### config.mk
export PLATFORM = sky130hd
export DESIGN_NAME = ps2_key_frontend_flat
export DESIGN_NICKNAME = d
export VERILOG_FILES = /design/src/rtl/ps2_pkg.sv /design/src/rtl/ps2_key_frontend_if.sv /design/src/rtl/ps2_scan2ascii.sv /design/src/rtl/ps2_key_frontend.sv /design/src/flat_wrapper.sv
export SDC_FILE = /design/constraint.sdc
export NUM_CORES = 1
export LEC_CHECK = 0
export BUFFER_PORTS_ARGS = -buffer_cell sky130_fd_sc_hd__buf_2
export CAP_MARGIN = 0
export CORE_AREA = 2 2 64 111
export CTS_BUF_LIST = sky130_fd_sc_hd__clkbuf_8
export DETAILED_ROUTE_END_ITERATION = 6
export DIE_AREA = 0 0 66 113
export GPL_TIMING_DRIVEN = 0
export HOLD_SLACK_MARGIN = 0.08
export PLACE_DENSITY = 0.75
export SYNTH_ARGS = -nofsm -noshare
export SYNTH_HDL_FRONTEND = slang
export SYNTH_SLANG_ARGS = --single-unit
export TNS_END_PERCENT = 30
### constraint.sdc
create_clock -name clk -period 2.75 [get_ports clk]
set_input_delay 0.55 -clock clk [delete_from_list [all_inputs] [get_ports clk]]
set_output_delay 0.55 -clock clk [all_outputs]
set_load 0.02 [all_outputs]
### src/rtl/ps2_pkg.sv
// ps2_pkg: shared constants, state encoding and helpers for the PS/2
// keyboard front end and its neighbouring stages.
//   PS2_BREAK / PS2_EXT   : break (F0) and extended (E0) prefix bytes
//   PS2_STATUS_BYTES      : device status bytes ignored between keys
//   FRAME_BITS            : bits per device-to-host frame
//   ps2_state_e           : prefix tracking FSM states
//   is_status_byte()      : membership test against PS2_STATUS_BYTES
package ps2_pkg;

    localparam logic [7:0] PS2_BREAK = 8'hF0;
    localparam logic [7:0] PS2_EXT   = 8'hE0;

    localparam int PS2_STATUS_COUNT = 6;
    localparam logic [7:0] PS2_STATUS_BYTES [PS2_STATUS_COUNT] =
        '{8'hAA, 8'hFA, 8'hEE, 8'hFE, 8'h00, 8'hFF};

    localparam int FRAME_BITS = 11;

    typedef enum logic [1:0] {
        S_IDLE   = 2'd0,
        S_EXT    = 2'd1,
        S_BRK    = 2'd2,
        S_EXTBRK = 2'd3
    } ps2_state_e;

    // True when the byte is a keyboard status/ack code rather than a key.
    function automatic logic is_status_byte(input logic [7:0] b);
        logic hit;
        hit = 1'b0;
        for (int i = 0; i < PS2_STATUS_COUNT; i++) begin
            hit = hit | (b == PS2_STATUS_BYTES[i]);
        end
        return hit;
    endfunction

endpackage

### src/rtl/ps2_key_frontend_if.sv
// ps2_key_frontend_if: key-state bus from the PS/2 front end to the
// display stage.
//   scan_code[7:0] : last accepted make/break code, prefixes stripped
//   asc_num[7:0]   : lowercase ASCII of scan_code, 0 if unmapped/extended
//   key_released   : high from a break until the next make
//   extended       : last accepted code was E0-prefixed
//   key_valid      : one-cycle strobe per accepted make or break
//   repeat_make    : one-cycle strobe for a typematic repeat
//   frame_err      : one-cycle strobe on a bad or timed-out frame
// Modports: master = front end (drives), slave = consumer (reads).
interface ps2_key_frontend_if;

    logic [7:0] scan_code;
    logic [7:0] asc_num;
    logic       key_released;
    logic       extended;
    logic       key_valid;
    logic       repeat_make;
    logic       frame_err;

    modport master (
        output scan_code, asc_num, key_released, extended,
               key_valid, repeat_make, frame_err
    );

    modport slave (
        input  scan_code, asc_num, key_released, extended,
               key_valid, repeat_make, frame_err
    );

endinterface

### src/rtl/ps2_scan2ascii.sv
// ps2_scan2ascii: combinational scan code set 2 -> lowercase ASCII ROM.
//   code[7:0]  : scan code byte (no prefixes)
//   ascii[7:0] : ASCII character, 8'h00 for codes with no mapping
module ps2_scan2ascii (
    input  logic [7:0] code,
    output logic [7:0] ascii
);

    always_comb begin
        ascii = 8'h00;
        case (code)
            8'h1C: ascii = 8'h61;  8'h32: ascii = 8'h62;  8'h21: ascii = 8'h63;
            8'h23: ascii = 8'h64;  8'h24: ascii = 8'h65;  8'h2B: ascii = 8'h66;
            8'h34: ascii = 8'h67;  8'h33: ascii = 8'h68;  8'h43: ascii = 8'h69;
            8'h3B: ascii = 8'h6A;  8'h42: ascii = 8'h6B;  8'h4B: ascii = 8'h6C;
            8'h3A: ascii = 8'h6D;  8'h31: ascii = 8'h6E;  8'h44: ascii = 8'h6F;
            8'h4D: ascii = 8'h70;  8'h15: ascii = 8'h71;  8'h2D: ascii = 8'h72;
            8'h1B: ascii = 8'h73;  8'h2C: ascii = 8'h74;  8'h3C: ascii = 8'h75;
            8'h2A: ascii = 8'h76;  8'h1D: ascii = 8'h77;  8'h22: ascii = 8'h78;
            8'h35: ascii = 8'h79;  8'h1A: ascii = 8'h7A;
            8'h45: ascii = 8'h30;  8'h16: ascii = 8'h31;  8'h1E: ascii = 8'h32;
            8'h26: ascii = 8'h33;  8'h25: ascii = 8'h34;  8'h2E: ascii = 8'h35;
            8'h36: ascii = 8'h36;  8'h3D: ascii = 8'h37;  8'h3E: ascii = 8'h38;
            8'h46: ascii = 8'h39;
            8'h29: ascii = 8'h20;  8'h5A: ascii = 8'h0D;  8'h66: ascii = 8'h08;
            8'h0D: ascii = 8'h09;  8'h76: ascii = 8'h1B;
            8'h4E: ascii = 8'h2D;  8'h55: ascii = 8'h3D;  8'h54: ascii = 8'h5B;
            8'h5B: ascii = 8'h5D;  8'h4C: ascii = 8'h3B;  8'h52: ascii = 8'h27;
            8'h41: ascii = 8'h2C;  8'h49: ascii = 8'h2E;  8'h4A: ascii = 8'h2F;
            8'h0E: ascii = 8'h60;  8'h5D: ascii = 8'h5C;
            default: ascii = 8'h00;
        endcase
    end

endmodule

### src/rtl/ps2_key_frontend.sv
// ps2_key_frontend: samples the raw PS/2 lines, deserialises 11-bit
// device-to-host frames, strips F0/E0 prefixes and holds the key state
// for the display stage.
//   clk      : system clock, all state on posedge
//   clrn     : asynchronous active-low reset
//   ps2_clk  : raw PS/2 clock from the connector (asynchronous)
//   ps2_data : raw PS/2 data from the connector (asynchronous)
//   key      : ps2_key_frontend_if master (key state, strobes, errors)
module ps2_key_frontend
    import ps2_pkg::*;
#(
    parameter int TIMEOUT_CYC = 50000,
    parameter int SYNC_STAGES = 2
) (
    input  logic clk,
    input  logic clrn,
    input  logic ps2_clk,
    input  logic ps2_data,
    ps2_key_frontend_if.master key
);

    localparam int CNT_W = (TIMEOUT_CYC > 2) ? $clog2(TIMEOUT_CYC) : 1;

    logic [SYNC_STAGES-1:0] clk_sync;
    logic [SYNC_STAGES-1:0] data_sync;
    logic                   clk_prev;
    logic                   clk_s;
    logic                   data_s;
    logic                   fall;

    logic [3:0]       bit_cnt;
    logic [9:0]       shift;
    logic [CNT_W-1:0] to_cnt;
    logic             timeout;
    logic             frame_done;
    logic             frame_ok;
    logic [7:0]       rx_byte;
    logic [7:0]       asc_lookup;

    ps2_state_e state;
    ps2_state_e state_next;
    logic       ev_make;
    logic       ev_break;
    logic       ev_err;
    logic       ev_ext;

    // Both lines idle high, so the synchronisers reset to 1 to avoid a
    // spurious falling edge straight out of reset.
    always_ff @(posedge clk or negedge clrn) begin
        if (!clrn) begin
            clk_sync  <= '1;
            data_sync <= '1;
            clk_prev  <= 1'b1;
        end else begin
            clk_sync  <= {clk_sync[SYNC_STAGES-2:0], ps2_clk};
            data_sync <= {data_sync[SYNC_STAGES-2:0], ps2_data};
            clk_prev  <= clk_sync[SYNC_STAGES-1];
        end
    end

    assign clk_s  = clk_sync[SYNC_STAGES-1];
    assign data_s = data_sync[SYNC_STAGES-1];
    assign fall   = clk_prev & ~clk_s;

    // The 11th bit (stop) is never shifted in; it is checked live together
    // with the ten stored bits so the result can be registered on the
    // same edge. shift[0]=start, shift[8:1]=D0..D7, shift[9]=parity.
    assign frame_done = fall && (bit_cnt == 4'(FRAME_BITS - 1));
    assign frame_ok   = frame_done && !shift[0] && data_s && (^shift[9:1]);
    assign rx_byte    = shift[8:1];
    assign timeout    = !fall && (bit_cnt != 4'd0) &&
                        (to_cnt == CNT_W'(TIMEOUT_CYC - 1));

    always_ff @(posedge clk or negedge clrn) begin
        if (!clrn) begin
            bit_cnt <= 4'd0;
            shift   <= '0;
            to_cnt  <= '0;
        end else if (fall) begin
            to_cnt <= '0;
            if (bit_cnt == 4'(FRAME_BITS - 1)) begin
                bit_cnt <= 4'd0;
            end else begin
                bit_cnt <= bit_cnt + 4'd1;
                shift   <= {data_s, shift[9:1]};
            end
        end else if (bit_cnt != 4'd0) begin
            if (timeout) begin
                bit_cnt <= 4'd0;
                to_cnt  <= '0;
            end else begin
                to_cnt <= to_cnt + 1'b1;
            end
        end else begin
            to_cnt <= '0;
        end
    end

    ps2_scan2ascii u_scan2ascii (
        .code  (rx_byte),
        .ascii (asc_lookup)
    );

    always_ff @(posedge clk or negedge clrn) begin
        if (!clrn) begin
            state <= S_IDLE;
        end else begin
            state <= state_next;
        end
    end

    // A timeout abandons any half-seen prefix sequence. A bad frame alone
    // leaves the prefix state untouched.
    always_comb begin
        state_next = state;
        ev_make    = 1'b0;
        ev_break   = 1'b0;
        ev_err     = 1'b0;
        ev_ext     = 1'b0;
        if (timeout) begin
            ev_err     = 1'b1;
            state_next = S_IDLE;
        end else if (frame_done && !frame_ok) begin
            ev_err = 1'b1;
        end else if (frame_ok) begin
            case (state)
                S_IDLE: begin
                    if (rx_byte == PS2_EXT) begin
                        state_next = S_EXT;
                    end else if (rx_byte == PS2_BREAK) begin
                        state_next = S_BRK;
                    end else if (!is_status_byte(rx_byte)) begin
                        ev_make = 1'b1;
                    end
                end
                S_EXT: begin
                    if (rx_byte == PS2_BREAK) begin
                        state_next = S_EXTBRK;
                    end else if (rx_byte != PS2_EXT) begin
                        ev_make    = 1'b1;
                        ev_ext     = 1'b1;
                        state_next = S_IDLE;
                    end
                end
                S_BRK: begin
                    if (rx_byte == PS2_EXT || rx_byte == PS2_BREAK) begin
                        ev_err = 1'b1;
                    end else begin
                        ev_break = 1'b1;
                    end
                    state_next = S_IDLE;
                end
                S_EXTBRK: begin
                    if (rx_byte == PS2_EXT || rx_byte == PS2_BREAK) begin
                        ev_err = 1'b1;
                    end else begin
                        ev_break = 1'b1;
                        ev_ext   = 1'b1;
                    end
                    state_next = S_IDLE;
                end
                default: state_next = S_IDLE;
            endcase
        end
    end

    // A make matching the held, still-pressed key is a typematic repeat:
    // it only strobes repeat_make and leaves the held state alone.
    always_ff @(posedge clk or negedge clrn) begin
        if (!clrn) begin
            key.scan_code    <= 8'h00;
            key.asc_num      <= 8'h00;
            key.key_released <= 1'b0;
            key.extended     <= 1'b0;
            key.key_valid    <= 1'b0;
            key.repeat_make  <= 1'b0;
            key.frame_err    <= 1'b0;
        end else begin
            key.key_valid   <= 1'b0;
            key.repeat_make <= 1'b0;
            key.frame_err   <= ev_err;
            if (ev_make) begin
                if (rx_byte == key.scan_code && !key.key_released) begin
                    key.repeat_make <= 1'b1;
                end else begin
                    key.scan_code    <= rx_byte;
                    key.extended     <= ev_ext;
                    key.asc_num      <= ev_ext ? 8'h00 : asc_lookup;
                    key.key_released <= 1'b0;
                    key.key_valid    <= 1'b1;
                end
            end else if (ev_break) begin
                key.scan_code    <= rx_byte;
                key.extended     <= ev_ext;
                key.asc_num      <= ev_ext ? 8'h00 : asc_lookup;
                key.key_released <= 1'b1;
                key.key_valid    <= 1'b1;
            end
        end
    end

endmodule

### src/flat_wrapper.sv
// flat-port wrapper written by rule: the top's interface ports become plain ports
module ps2_key_frontend_flat import ps2_pkg::*;
#(
    parameter int TIMEOUT_CYC = 50000,
    parameter int SYNC_STAGES = 2
)
  (clk, clrn, ps2_clk, ps2_data, key_scan_code, key_asc_num, key_key_released, key_extended, key_key_valid, key_repeat_make, key_frame_err);
  ps2_key_frontend_if key_i ();
  input  logic clk;
  input  logic clrn;
  input  logic ps2_clk;
  input  logic ps2_data;
  output wire logic [$bits(key_i.scan_code)-1:0] key_scan_code;
  output wire logic [$bits(key_i.asc_num)-1:0] key_asc_num;
  output wire logic [$bits(key_i.key_released)-1:0] key_key_released;
  output wire logic [$bits(key_i.extended)-1:0] key_extended;
  output wire logic [$bits(key_i.key_valid)-1:0] key_key_valid;
  output wire logic [$bits(key_i.repeat_make)-1:0] key_repeat_make;
  output wire logic [$bits(key_i.frame_err)-1:0] key_frame_err;
  assign key_scan_code = key_i.scan_code;
  assign key_asc_num = key_i.asc_num;
  assign key_key_released = key_i.key_released;
  assign key_extended = key_i.extended;
  assign key_key_valid = key_i.key_valid;
  assign key_repeat_make = key_i.repeat_make;
  assign key_frame_err = key_i.frame_err;
  ps2_key_frontend #(.TIMEOUT_CYC(TIMEOUT_CYC), .SYNC_STAGES(SYNC_STAGES)) u_core (.clk(clk), .clrn(clrn), .ps2_clk(ps2_clk), .ps2_data(ps2_data), .key(key_i));
endmodule
# After elaboration in Yosys (flattened, before gate mapping)
# Memories as Yosys holds them, arrays and structs flattened.
# Index checks and enable logic that the tools add are counted.
[totals]
rom_bits = 896
mem_count = 1
register_bits = 58
[classes]
addsub = 2
n_bitwise = 8
eq_ne = 18
reduce_logical = 26
muxes = 57
[mem_list]
columns = ["memory", "depth", "word_bits", "read_ports", "rd_ports_with_merged_regs", "write_ports", "line", "text"]
rows = [
  ["(name not given)", 128, 7, 1, 0, 0, "ps2_scan2ascii.sv:11", "case (code)"],
]
[ops]
columns = ["op", "n"]
rows = [
  ["$mux 8", 8],
  ["$eq 8x8->1 const B", 7],
  ["$mux 16", 3],
  ["$mux 1", 32],
  ["$add 16x1->16 const B", 1],
  ["$eq 16x16->1 const B", 1],
  ["$mux 4", 4],
  ["$mux 2", 7],
  ["$reduce_xor 9->1", 1],
  ["$eq 8x8->1", 1],
  ["$logic_and 1x1->1", 8],
  ["$logic_not 8->1", 1],
  ["$ne 4x1->1 const B", 2],
  ["$ne 8x8->1 const B", 1],
  ["$reduce_bool 2->1", 4],
  ["$pmux 2 s3", 1],
  ["$reduce_and 2->1", 3],
  ["$or 1x1->1", 5],
  ["$add 4x1->4 const B", 1],
  ["$eq 2x2->1 const B", 2],
  ["$eq 4x4->1 const B", 1],
  ["$logic_not 1->1", 4],
  ["$pmux 1 s2", 2],
  ["$reduce_and 4->1", 1],
  ["9 further kinds", 10],
]

# Logic depth before layout (Yosys ltp)
# Gate-level depths: netlist of run 1.
[logic_depth]
word_depth = 15
mapped_depth = 11
mapped_depth_nobuf = 8

# By module
# Synthesis of run 1 repeated with hierarchy kept, for this count alone.
[unflattened]
cells_unflattened = 440
area_unflattened_um2 = 4071.4
[modules_own_cells]
columns = ["mod", "seq_area_each_um2", "cells_each", "area_each_um2", "n_inst"]
rows = [
  ["ps2_key_frontend", 1457.6, 269, 2909.0, 1],
  ["ps2_scan2ascii", 0.0, 171, 1162.4, 1],
]

# Worst setup path after synthesis of run 1
# Ideal clock, no wire load.
[synth_path]
kind = "register to register"
startpoint = "register u_core.shift[3]"
endpoint = "register u_core.key.scan_code[1]"
period_less_slack_ps = 2937
arrival_time_ps = 2809
setup_ps = 128
stages_incl_launch_ff = 11
path_buffers = 3
slack_ps = -187
cell_sequence = "dfrtp_1 > buf_2 > buf_1 > inv_1 > ha_1 > xnor3_2 > xnor2_1 > nor3_1 > o211a_1 > buf_2 > mux2_1"
[synth_between]
elab_chain_len = 15
word_cells_on_any_way = 39
[synth_lines]
columns = ["element", "line", "text"]
rows = [
  ["from (decl)", "ps2_key_frontend.sv:32", "logic [9:0] shift;"],
  ["from (signal assigned)", "ps2_key_frontend.sv:85", "shift <= {data_s, shift[9:1]};"],
  ["$eq 8x8->1", "ps2_pkg.sv:31", "hit = hit | (b == PS2_STATUS_BYTES[i]);"],
  ["$or 1x1->1 (5 in a row)", "ps2_pkg.sv:31", ""],
  ["$mux 1", "ps2_key_frontend.sv:132", "end else if (!is_status_byte(rx_byte)) begin"],
  ["$mux 1", "ps2_key_frontend.sv:130", "end else if (rx_byte == PS2_BREAK) begin"],
  ["$mux 1", "ps2_key_frontend.sv:128", "if (rx_byte == PS2_EXT) begin"],
  ["$pmux 1 s2", "ps2_key_frontend.sv:126", "case (state)"],
  ["$mux 1", "ps2_key_frontend.sv:125", "end else if (frame_ok) begin"],
  ["$mux 1", "ps2_key_frontend.sv:123", "end else if (frame_done && !frame_ok) begin"],
  ["$mux 1", "ps2_key_frontend.sv:120", "if (timeout) begin"],
  ["$ne 2x2->1 (no line) / $reduce_bool 2->1 (equally long branches)", "-", ""],
  ["$reduce_and 2->1 (no line)", "-", ""],
  ["to (signal assigned)", "ps2_key_frontend.sv:186", "key.scan_code <= rx_byte;"],
  ["to (signal assigned)", "ps2_key_frontend.sv:193", "key.scan_code <= rx_byte;"],
  ["to (decl)", "ps2_key_frontend_if.sv:22", "output scan_code, asc_num, key_released, extended,"],
]
# Parallel ways exist; a longest one is shown, timed or not.
# A chain may end at the register's enable or synchronous reset.

# Final worst setup path of run 1
[layout_path]
startpoint = "register u_core.shift[1]"
endpoint = "register u_core.key.asc_num[0]"
[layout_between]
elab_chain_len = 15
word_cells_on_any_way = 48
[layout_lines]
columns = ["element", "line", "text"]
rows = [
  ["$eq 8x8->1", "ps2_pkg.sv:31", ""],
  ["$or 1x1->1 (5 in a row)", "ps2_pkg.sv:31", ""],
  ["$mux 1", "ps2_key_frontend.sv:132", ""],
  ["$mux 1", "ps2_key_frontend.sv:130", ""],
  ["$mux 1", "ps2_key_frontend.sv:128", ""],
  ["$pmux 1 s2", "ps2_key_frontend.sv:126", ""],
  ["$mux 1", "ps2_key_frontend.sv:125", ""],
  ["$mux 1", "ps2_key_frontend.sv:123", ""],
  ["$mux 1", "ps2_key_frontend.sv:120", ""],
  ["$ne 2x2->1 (no line) / $reduce_bool 2->1 (equally long branches)", "-", ""],
  ["$reduce_and 2->1 (no line)", "-", ""],
  ["to (signal assigned)", "ps2_key_frontend.sv:188", "key.asc_num <= ev_ext ? 8'h00 : asc_lookup;"],
  ["to (signal assigned)", "ps2_key_frontend.sv:195", "key.asc_num <= ev_ext ? 8'h00 : asc_lookup;"],
  ["to (decl)", "ps2_key_frontend_if.sv:22", ""],
]
# Parallel ways exist; a longest one is shown, timed or not. The select of a mux whose other input is x is not followed.

==> flow_metrics.tcl, run 1 <==
set metrics [dict create \
    outcome "complete, no violations" \
    drtIter0Drc 244 \
    io_buffers 23 \
    combPwrFrac_pct 43.6 \
    fin_crit_ns 2.70 \
    syn_avg_cell_area_sq_um 9.07 \
    worstPathRequired_ns 2.98 \
    path_clk_slew_ns 0.06 \
    min_path_type "in2async" \
    die-area_sq_um 7460 \
    syn-instance-count 401 \
    end_kind "register" \
    power_frac_clock_pct 22.9 \
    wl_per_cell_um 20.4 \
    gr-usage-all-layers_pct 31.7 \
    fin_skew_ns 0.00913 \
    start_util_pct 55.6 \
    nFillCells 577 \
    final-hold-violation-count 0 \
    arrival_ns 2.93 \
    post-route-period-util_pct 98.1 \
    cts_root_buffer "clkbuf_8" \
    drive_gt1_share_pct 21.8 \
    synth_area_leaders "dfrtp_1, ha_1, o21ai_0" \
    grt_pass1_vias 3429 \
    numCtsBuffers 9 \
    finalPower_uw 3010 \
    vias 3332 \
    ir_drop_v 0.000559 \
    p_switching_uw 1220 \
    fmax_mhz 371 \
    power.leakage_uw 0.00203 \
    synth-seq-area-share_pct 39.4 \
    cts_tree "built" \
    final_nets 476 \
    worst_pin_slew_ns 0.724 \
    grt_pass1_wl_um 17300 \
    synth-edff-count 0 \
    ant_nets 0 \
    die_w_um 66 \
    area_growth_pct 17.5 \
    overflow 0 \
    drc 0 \
    diodes 0 \
    dp_hpwl_um 7750 \
    antenna_found_initial 0 \
    synth_async_sr_flop_share_pct 100 \
    power_density_nw_per_um2 703 \
    multi_input_area_sq_um 2100 \
    yosysTopAreaCellShare_pct 35.8 \
    wirelength_um 11000 \
    yosys_warnings 0 \
    synthFlopType "dfrtp_1" \
    clockBufferDepth 2 \
    critPathMaxFanout 9 \
    clkLatencyLatePin_ns 0.35 \
    p_int_uw 1780 \
    synth_seq_cells 57 \
    htree_num_levels 3 \
    regArea_sq_um 1440 \
    syn-num-nets 426 \
    slew_headroom_pct 51.8 \
    power_frac_seq_pct 33.5 \
    critPathLaunchType "register" \
    core_sq_um 6540 \
    final_max_slew_viol_count 0 \
    netlist_area_sq_um 3640 \
    grt_max_degree 58 \
    die_h_um 113 \
    maxCapViolCount 0 \
    firstDrtPassIters 5 \
    crit_type "reg2reg" \
    cts.sinks 57 \
    io_pins 25 \
    setup_viol 0 \
    ys_types 61 \
    swShare_pct 40.7 \
    synth_top_area_cell "dfrtp_1" \
    vias_per_cell 6.22 \
    finish.utilization_pct 65.4 \
    place.gp.congestion 1.05 \
    rows 39 \
]
-- through the flow --
step           setup WS, ns  hold WS [ns]  cells  TNS, ns  instance area (sq um)
2_1_floorplan        0.0268         0.254    401        0                   3650
6_report             0.0519         0.252    536        0                   4280
3_3_place_gp         -0.610         0.346    506    -7.46                   3870
4_1_cts             0.00642         0.290    532        0                   4210
3_5_place_dp         -0.599         0.347    506    -7.84                   3870
5_1_grt             -0.0121         0.290    536  -0.0121                   4280
-- registers in the layout, summed over array words and instances (netlist names), 2 cells and up --
register and cells:
u_core.shift 10, u_core.bit_cnt 4, u_core.state 2, u_core.data_sync 2, u_core.to_cnt 16, u_core.key.asc_num 7, u_core.key.scan_code 8, u_core.clk_sync 2
-- power by group through the flow --
stage / logic [uW] / registers [uW] / clock network, uW
2_1_floorplan: 774 / 995 / 0
3_3_place_gp: 1080 / 1020 / 0
3_5_place_dp: 1080 / 1030 / 0
4_1_cts: 1210 / 1010 / 700
5_1_grt: 1410 / 1020 / 732
6_report: 1310 / 1010 / 689
-- final timing paths --
kind / endpoint / startpoint / cells after the start / slack [ns]
worst min-delay path: u_core.shift[4] / clrn / 1 / 0.25
max in group asynchronous: u_core.shift[6] / clrn / 1 / 1.99
worst min register to register: u_core.data_sync[1] / u_core.data_sync[0] / 0 / 0.35
worst max register to register: u_core.key.asc_num[0] / u_core.shift[1] / 9 / 0.05
min in group clk: u_core.clk_sync[0] / ps2_clk / 1 / 0.30
worst max-delay path: u_core.key.asc_num[0] / u_core.shift[1] / 9 / 0.05
-- routing by layer --
metal / global-route usage, % / vias to the layer above / share of wire (%)
li1: - / 1515 / -
met1: 32.3 / 1601 / 35
met2: 55.6 / 156 / 52
met3: 5.47 / 60 / 4.9
met4: 24.1 / 0 / 8.0
met5: 0 / - / 0
-- cells by family (layout without fill, tap and decap cells) --
logic type,after synthesis,after routing,synth area share [%]
AO/OA/AOI/OAI,96,96,16.5
XOR/XNOR,25,25,6.43
adder cells (fa/ha/maj),21,21,7.22
buffers and inverters,39,92,4.44
flip-flops,57,57,39.4
multiplexers,24,24,7.77
other,1,1,0.103
AND/OR/NAND/NOR,138,138,18.2
-- worst max-delay path, cell delays in order, from the launching register on --
cell and delay [ns]:
dfrtp_1 0.39, buf_8 0.17, clkinvlp_4 0.17, ha_4 0.31, xnor3_2 0.45, nor3_2 0.18
nor2_1 0.07, or3_1 0.37, buf_6 0.17, mux2_4 0.31
-- timing repair --
action,4_1_cts,5_1_grt
endpoints found under the setup margin,21,16
resized for setup,27,12
pin swaps,2,1
hold buffers,0,0
buffers inserted,12,4
-- cells in the final DEF, fill, tap and decap left out, types with 9 or more instances in the layout --
master	instances
a21oi_1	20
xor2_1	16
nand2b_1	9
buf_4	20
ha_1	20
inv_1	10
buf_2	23
o211ai_1	9
dfrtp_1	48
o21ai_0	33
clkbuf_8	12
nor2_1	39
nand2_1	38
nand3_1	17
-- cells in the mapped netlist (3+ instances only) --
library cell	instances
a211oi_1	5
a21oi_1	20
a31oi_1	6
and3_1	6
buf_1	4
buf_2	3
clkbuf_1	14
dfrtp_1	52
dfstp_2	5
ha_1	21
inv_1	14
mux2_1	8
mux2_4	6
mux2i_1	8
nand2_1	38
nand2b_1	9
nand3_1	17
nand4_1	4
nor2_1	40
nor3_1	6
o211ai_1	9
o21ai_0	33
o22ai_1	3
xnor2_1	8
xor2_1	16
-- layout make-up --
| type | count | area share [%] |
|---|---|---|
| inverter | 16 | 1.76 |
| clock buffer | 11 | 3.54 |
| sequential | 57 | 33.6 |
| multi-input combinational | 305 | 49.1 |
| clock inverter | 3 | 0.410 |
| buffer | 23 | 3.63 |
| tap | 82 | 2.40 |
| timing repair buffer | 39 | 5.56 |
No activity file was read; power rests on OpenSTA's default activity.
==> run 2, diff against run 1 <==
- CAP_MARGIN: 0 -> 5
- REMOVE_ABC_BUFFERS: not set -> 1
==> run 2 against run 1 <==
  * Clock-buffer cell count down 1
  * Setup slack better by 0.014 ns
  * Clock power grew 15%
  * Critical endpoint is now u_core.key.scan_code[0]
  * Highest routed layer unchanged
  * Largest cell class unchanged
  * Cell area down 3.2%
  * Critical path type unchanged
  * Sequential cell count unchanged
  * Largest power group unchanged
  * Wire length shrank 12%
  * Core utilization fell by 2.1 points
==> flow_metrics.tcl, run 2 (synthesis gave the netlist of run 1 again) <==
set metrics [dict create \
    outcome "complete, no violations" \
    slew_headroom_pct 51.9 \
    min_path_type "in2async" \
    worst_pin_slew_ns 0.722 \
    start_util_pct 55.6 \
    cts_root_buffer "clkbuf_8" \
    max_stage_delay_ns 0.54 \
    vias 3212 \
    path_clk_slew_ns 0.07 \
    swShare_pct 39.6 \
    critPathSlowestCell "dfrtp_4" \
    final-hold-violation-count 0 \
    fin_skew_ns 0.0132 \
    reg_top3 "u_core.to_cnt (16), u_core.shift (10), u_core.key.scan_code (8)" \
    worstPathRequired_ns 2.98 \
    post-place-ws_ns -1.15 \
    fin_crit_ns 2.68 \
    critPathLaunchType "register" \
    die_h_um 113 \
    grt_max_degree 58 \
    place_inst 483 \
    numCtsBuffers 9 \
    largest-register "u_core.to_cnt" \
    drtIter0Drc 364 \
    clockBufferDepth 2 \
    dpl_cell_area_sq_um 3750 \
    drc 0 \
    power_density_nw_per_um2 712 \
    final_nets 453 \
    vias_per_cell 6.24 \
    io_pins 25 \
    finalNonFillerCells 515 \
    core_sq_um 6540 \
    crit_family "XOR/XNOR gates" \
    antenna_found_initial 0 \
    place.gp.congestion 0.950 \
    crit_buf_inv 1 \
    final_max_slew_viol_count 0 \
    timing.hold.ws_ns 0.241 \
    diodes 0 \
    layout_commonest_cell "dfrtp_1" \
    cts_hold_buf 0 \
    setup_ws_ns 0.0655 \
    p_switching_uw 1170 \
    die-area_sq_um 7460 \
    grt_pass1_wl_um 15500 \
    post-route-period-util_pct 97.6 \
    largest_reg_flops 16 \
    power_frac_seq_pct 35.7 \
    gr-usage-all-layers_pct 27.8 \
    arrival_ns 2.91 \
    crit_chain "clkinvlp_4 -> ha_1 -> xnor3_2 -> xnor2_1 -> nor3_2 -> o211a_4 -> mux2_1" \
    critPathMaxFanout 12 \
    overflow 0 \
    p_int_uw 1780 \
    wl_per_cell_um 18.7 \
    htree_num_levels 3 \
    postLayoutCellArea_sq_um 4140 \
    die_w_um 66 \
    clkLatencyLatePin_ns 0.35 \
    end_kind "register" \
    firstDrtPassIters 5 \
    finalPower_uw 2950 \
    grt_pass1_vias 3183 \
    dp_hpwl_um 6030 \
    setup_viol 0 \
    ir_drop_v 0.000596 \
    rows 39 \
    final_cell_mix "dfrtp_1, nor2_1, nand2_1, o21ai_0, buf_2" \
    power_frac_clock_pct 26.8 \
    power.leakage_uw 0.00194 \
    fmax_mhz 373 \
    crit_type "reg2reg" \
    wirelength_um 9650 \
    area_growth_pct 13.7 \
    maxCapViolCount 0 \
    io_buffers 23 \
    cts_tree "built" \
    ant_nets 0 \
    drive_gt1_share_pct 20.1 \
    cts.sinks 57 \
    combPwrFrac_pct 37.5 \
]
==> run 2: power by group through the flow <==
stage          sequential (uW)  combinational, uW  clock (uW)
6_report                  1050               1100         791
5_1_grt                   1060               1220         838
4_1_cts                   1090                967         802
3_5_place_dp              1130                864           0
3_3_place_gp              1130                851           0
2_1_floorplan             1070                657           0
==> run 2: worst paths after layout <==
path	endpoint	from	slack, ns	cells after the start
worst min register to register	u_core.data_sync[1]	u_core.data_sync[0]	0.35	0
worst max register to register	u_core.key.scan_code[0]	u_core.shift[3]	0.07	7
worst max-delay path	u_core.key.scan_code[0]	u_core.shift[3]	0.07	7
min in group clk	u_core.clk_sync[0]	ps2_clk	0.30	1
worst min-delay path	u_core.shift[1]	clrn	0.24	1
max in group asynchronous	u_core.shift[4]	clrn	1.98	1
==> run 2: final cells by class <==
| type | count | area (sq um) |
|---|---|---|
| clock buffer | 10 | 138 |
| clock inverter | 6 | 58.8 |
| fill | 547 | 2400 |
| inverter | 16 | 73.8 |
| multi-input combinational | 305 | 2060 |
| sequential | 57 | 1450 |
| tap | 82 | 103 |
| timing repair buffer | 39 | 251 |
==> run 2: worst reg2reg max path, delay by kind of cell (launching register included) <==
kind / cells / cell delay, ns
fa+ha+maj: 1 / 0.33
flops: 1 / 0.54
xor+xnor: 2 / 0.56
buf+inv: 1 / 0.18
compound gates: 1 / 0.29
mux: 1 / 0.37
simple gates: 1 / 0.29
==> run 2: per-layer routing <==
| metal | part of all wire, % | GRT usage [%] |
|---|---|---|
| met1 | 36 | 29.3 |
| met2 | 53 | 47.8 |
| met3 | 5.2 | 6.76 |
| met4 | 5.4 | 18.2 |
| met5 | 0 | 0 |
==> run 2: metrics by stage <==
stage / TNS (ns) / util [%]
6_report: 0 / 63.3
2_1_floorplan: -6.11 / -
4_1_cts: 0 / 61.8
3_3_place_gp: -20.25 / 57.4
3_5_place_dp: -21.24 / 57.4
5_1_grt: -0.0215 / 63.3
==> run 2: what timing repair did <==
action	4_1_cts	5_1_grt
setup endpoints to repair	22	14
pin swaps	1	1
resized for setup	20	1
setup buffers	5	11
==> run 3, diff against run 2 <==
- GPL_TIMING_DRIVEN: 0 -> not set
- PLACE_DENSITY: 0.75 -> not set
- PLACE_DENSITY_LB_ADDON: not set -> 0.1
- REMOVE_ABC_BUFFERS: 1 -> not set
==> run 3 against run 2 <==
  * The run now ends with DRC left
  * Power is 3.8% lower
  * Critical path depth unchanged
  * Highest routed layer unchanged
  * Largest cell class unchanged
  * Hold slack better by 0.018 ns
  * Global-route usage decreased by 0.59 points
  * Wire length fell by 5.0%
==> flow_metrics.tcl, run 3 (synthesis gave the netlist of run 1 again) <==
set metrics [dict create \
    ir_drop_v 0.000516 \
    gr-usage-all-layers_pct 27.2 \
    setup_viol 0 \
    io_pins 25 \
    cts_setup_buffers 0 \
    worst_pin_slew_ns 0.710 \
    final_nets 457 \
    grt_pass1_vias 3153 \
    drc 2 \
    worstPathRequired_ns 2.97 \
    wl_met1_um 3330 \
    rsz0062_at_grt "no" \
    finish.utilization_pct 62.8 \
    nFillCells 569 \
    grt_max_degree 40 \
    cts_root_buffer "clkbuf_8" \
    power.leakage_uw 0.00197 \
    layout_commonest_cell "dfrtp_1" \
    die-area_sq_um 7460 \
    largest_reg_flops 16 \
    firstDrtPassIters 7 \
    power_density_nw_per_um2 691 \
    grt_pass1_wl_um 15200 \
    final_max_slew_viol_count 0 \
    cts.sinks 57 \
    dp_hpwl_um 6690 \
    place.gp.congestion 0.935 \
    setup_tns_ns 0 \
    diodes 0 \
    overflow 0 \
    clockBufferDepth 2 \
    vias 3082 \
    clkLatencyLatePin_ns 0.34 \
    min_path_type "in2async" \
    outcome "complete, but fails checks" \
    ant_nets 0 \
    final-hold-violation-count 0 \
    cts_tree "built" \
    htree_num_levels 3 \
    critPathMaxFanout 8 \
    violations "DRC" \
    slew_headroom_pct 52.7 \
    wirelength_um 9160 \
    die_w_um 66 \
    vias_per_cell 5.95 \
    core_sq_um 6540 \
    critPathLaunchType "register" \
    wl_per_cell_um 17.7 \
    drtIter0Drc 370 \
    post-route-period-util_pct 95.6 \
    fin_crit_ns 2.63 \
    post_cts_resized 0 \
    maxCapViolCount 0 \
    largest-register "u_core.to_cnt" \
    reg_top3 "u_core.to_cnt (16), u_core.shift (10), u_core.key.scan_code (8)" \
    rows 39 \
    fin_skew_ns 0.00889 \
    routed-wl-met2_um 4870 \
    io_buffers 23 \
    final_cell_mix "dfrtp_1, nor2_1, nand2_1, o21ai_0, buf_2" \
    path_clk_slew_ns 0.06 \
    start_util_pct 55.6 \
    area_growth_pct 12.8 \
    fmax_mhz 380 \
    routed.top_layer "met4" \
    cts_hold_buf 0 \
    antenna_found_initial 0 \
    drive_gt1_share_pct 17.2 \
    die_h_um 113 \
    dr_wl_met3_um 510 \
    crit_type "reg2reg" \
    end_kind "register" \
    numCtsBuffers 9 \
    arrival_ns 2.85 \
    regToRegSetupSlack_ns 0.12 \
    timing.hold.ws_ns 0.258 \
]
==> run 3: area by class of cell <==
| type | instances | area, sq um | area share (%) |
|---|---|---|---|
| inverters | 16 | 60.1 | 1.46 |
| multi-input cells | 305 | 2050 | 50.0 |
| clock buffers | 12 | 165 | 4.02 |
| flip-flops and latches | 57 | 1430 | 34.9 |
| well taps | 82 | 103 | 2.50 |
| clock inverters | 3 | 16.3 | 0.396 |
| repair buffers | 43 | 278 | 6.77 |
==> run 3: final timing paths <==
kind,start,endpoint,cells after the start
hold reg to reg,u_core.clk_sync[0],u_core.clk_sync[1],0
setup / recovery,u_core.shift[1],u_core.key.asc_num[0],7
max in group asynchronous,clrn,u_core.clk_prev,2
hold / removal,clrn,u_core.shift[2],1
setup reg to reg,u_core.shift[1],u_core.key.asc_num[0],7
min in group clk,ps2_clk,u_core.clk_sync[0],1
==> run 3: where the power goes <==
| group | switching (uW) | internal (uW) |
|---|---|---|
| clock network | 311 | 390 |
| logic | 727 | 435 |
| registers | 58.9 | 913 |
| total | 1100 | 1740 |
==> run 3: critical path, cell delays in order (launching register included) <==
cell	delay [ns]
dfrtp_1	0.35
inv_1	0.06
ha_1	0.31
xnor3_2	0.44
nor4b_1	0.26
nor2_1	0.11
or3_1	0.60
mux2_4	0.39
==> run 3: per-stage QoR <==
stage	setup slack (ns)	instance area, sq um	std cells	power (uW)
CTS	0.100	4100	518	2840
floorplan	0.0268	3650	401	1770
detailed placement	0.112	3920	503	2120
global placement	0.190	3920	503	2120
finish	0.120	4110	518	2840
global route	0.0123	4110	518	3020
==> run 3: per-layer routing <==
metal	GRT usage, %	vias to the layer above
met3	7.46	34
met4	15.8	0
met2	47.6	120
li1	-	1475
met5	0	-
met1	28.3	1453
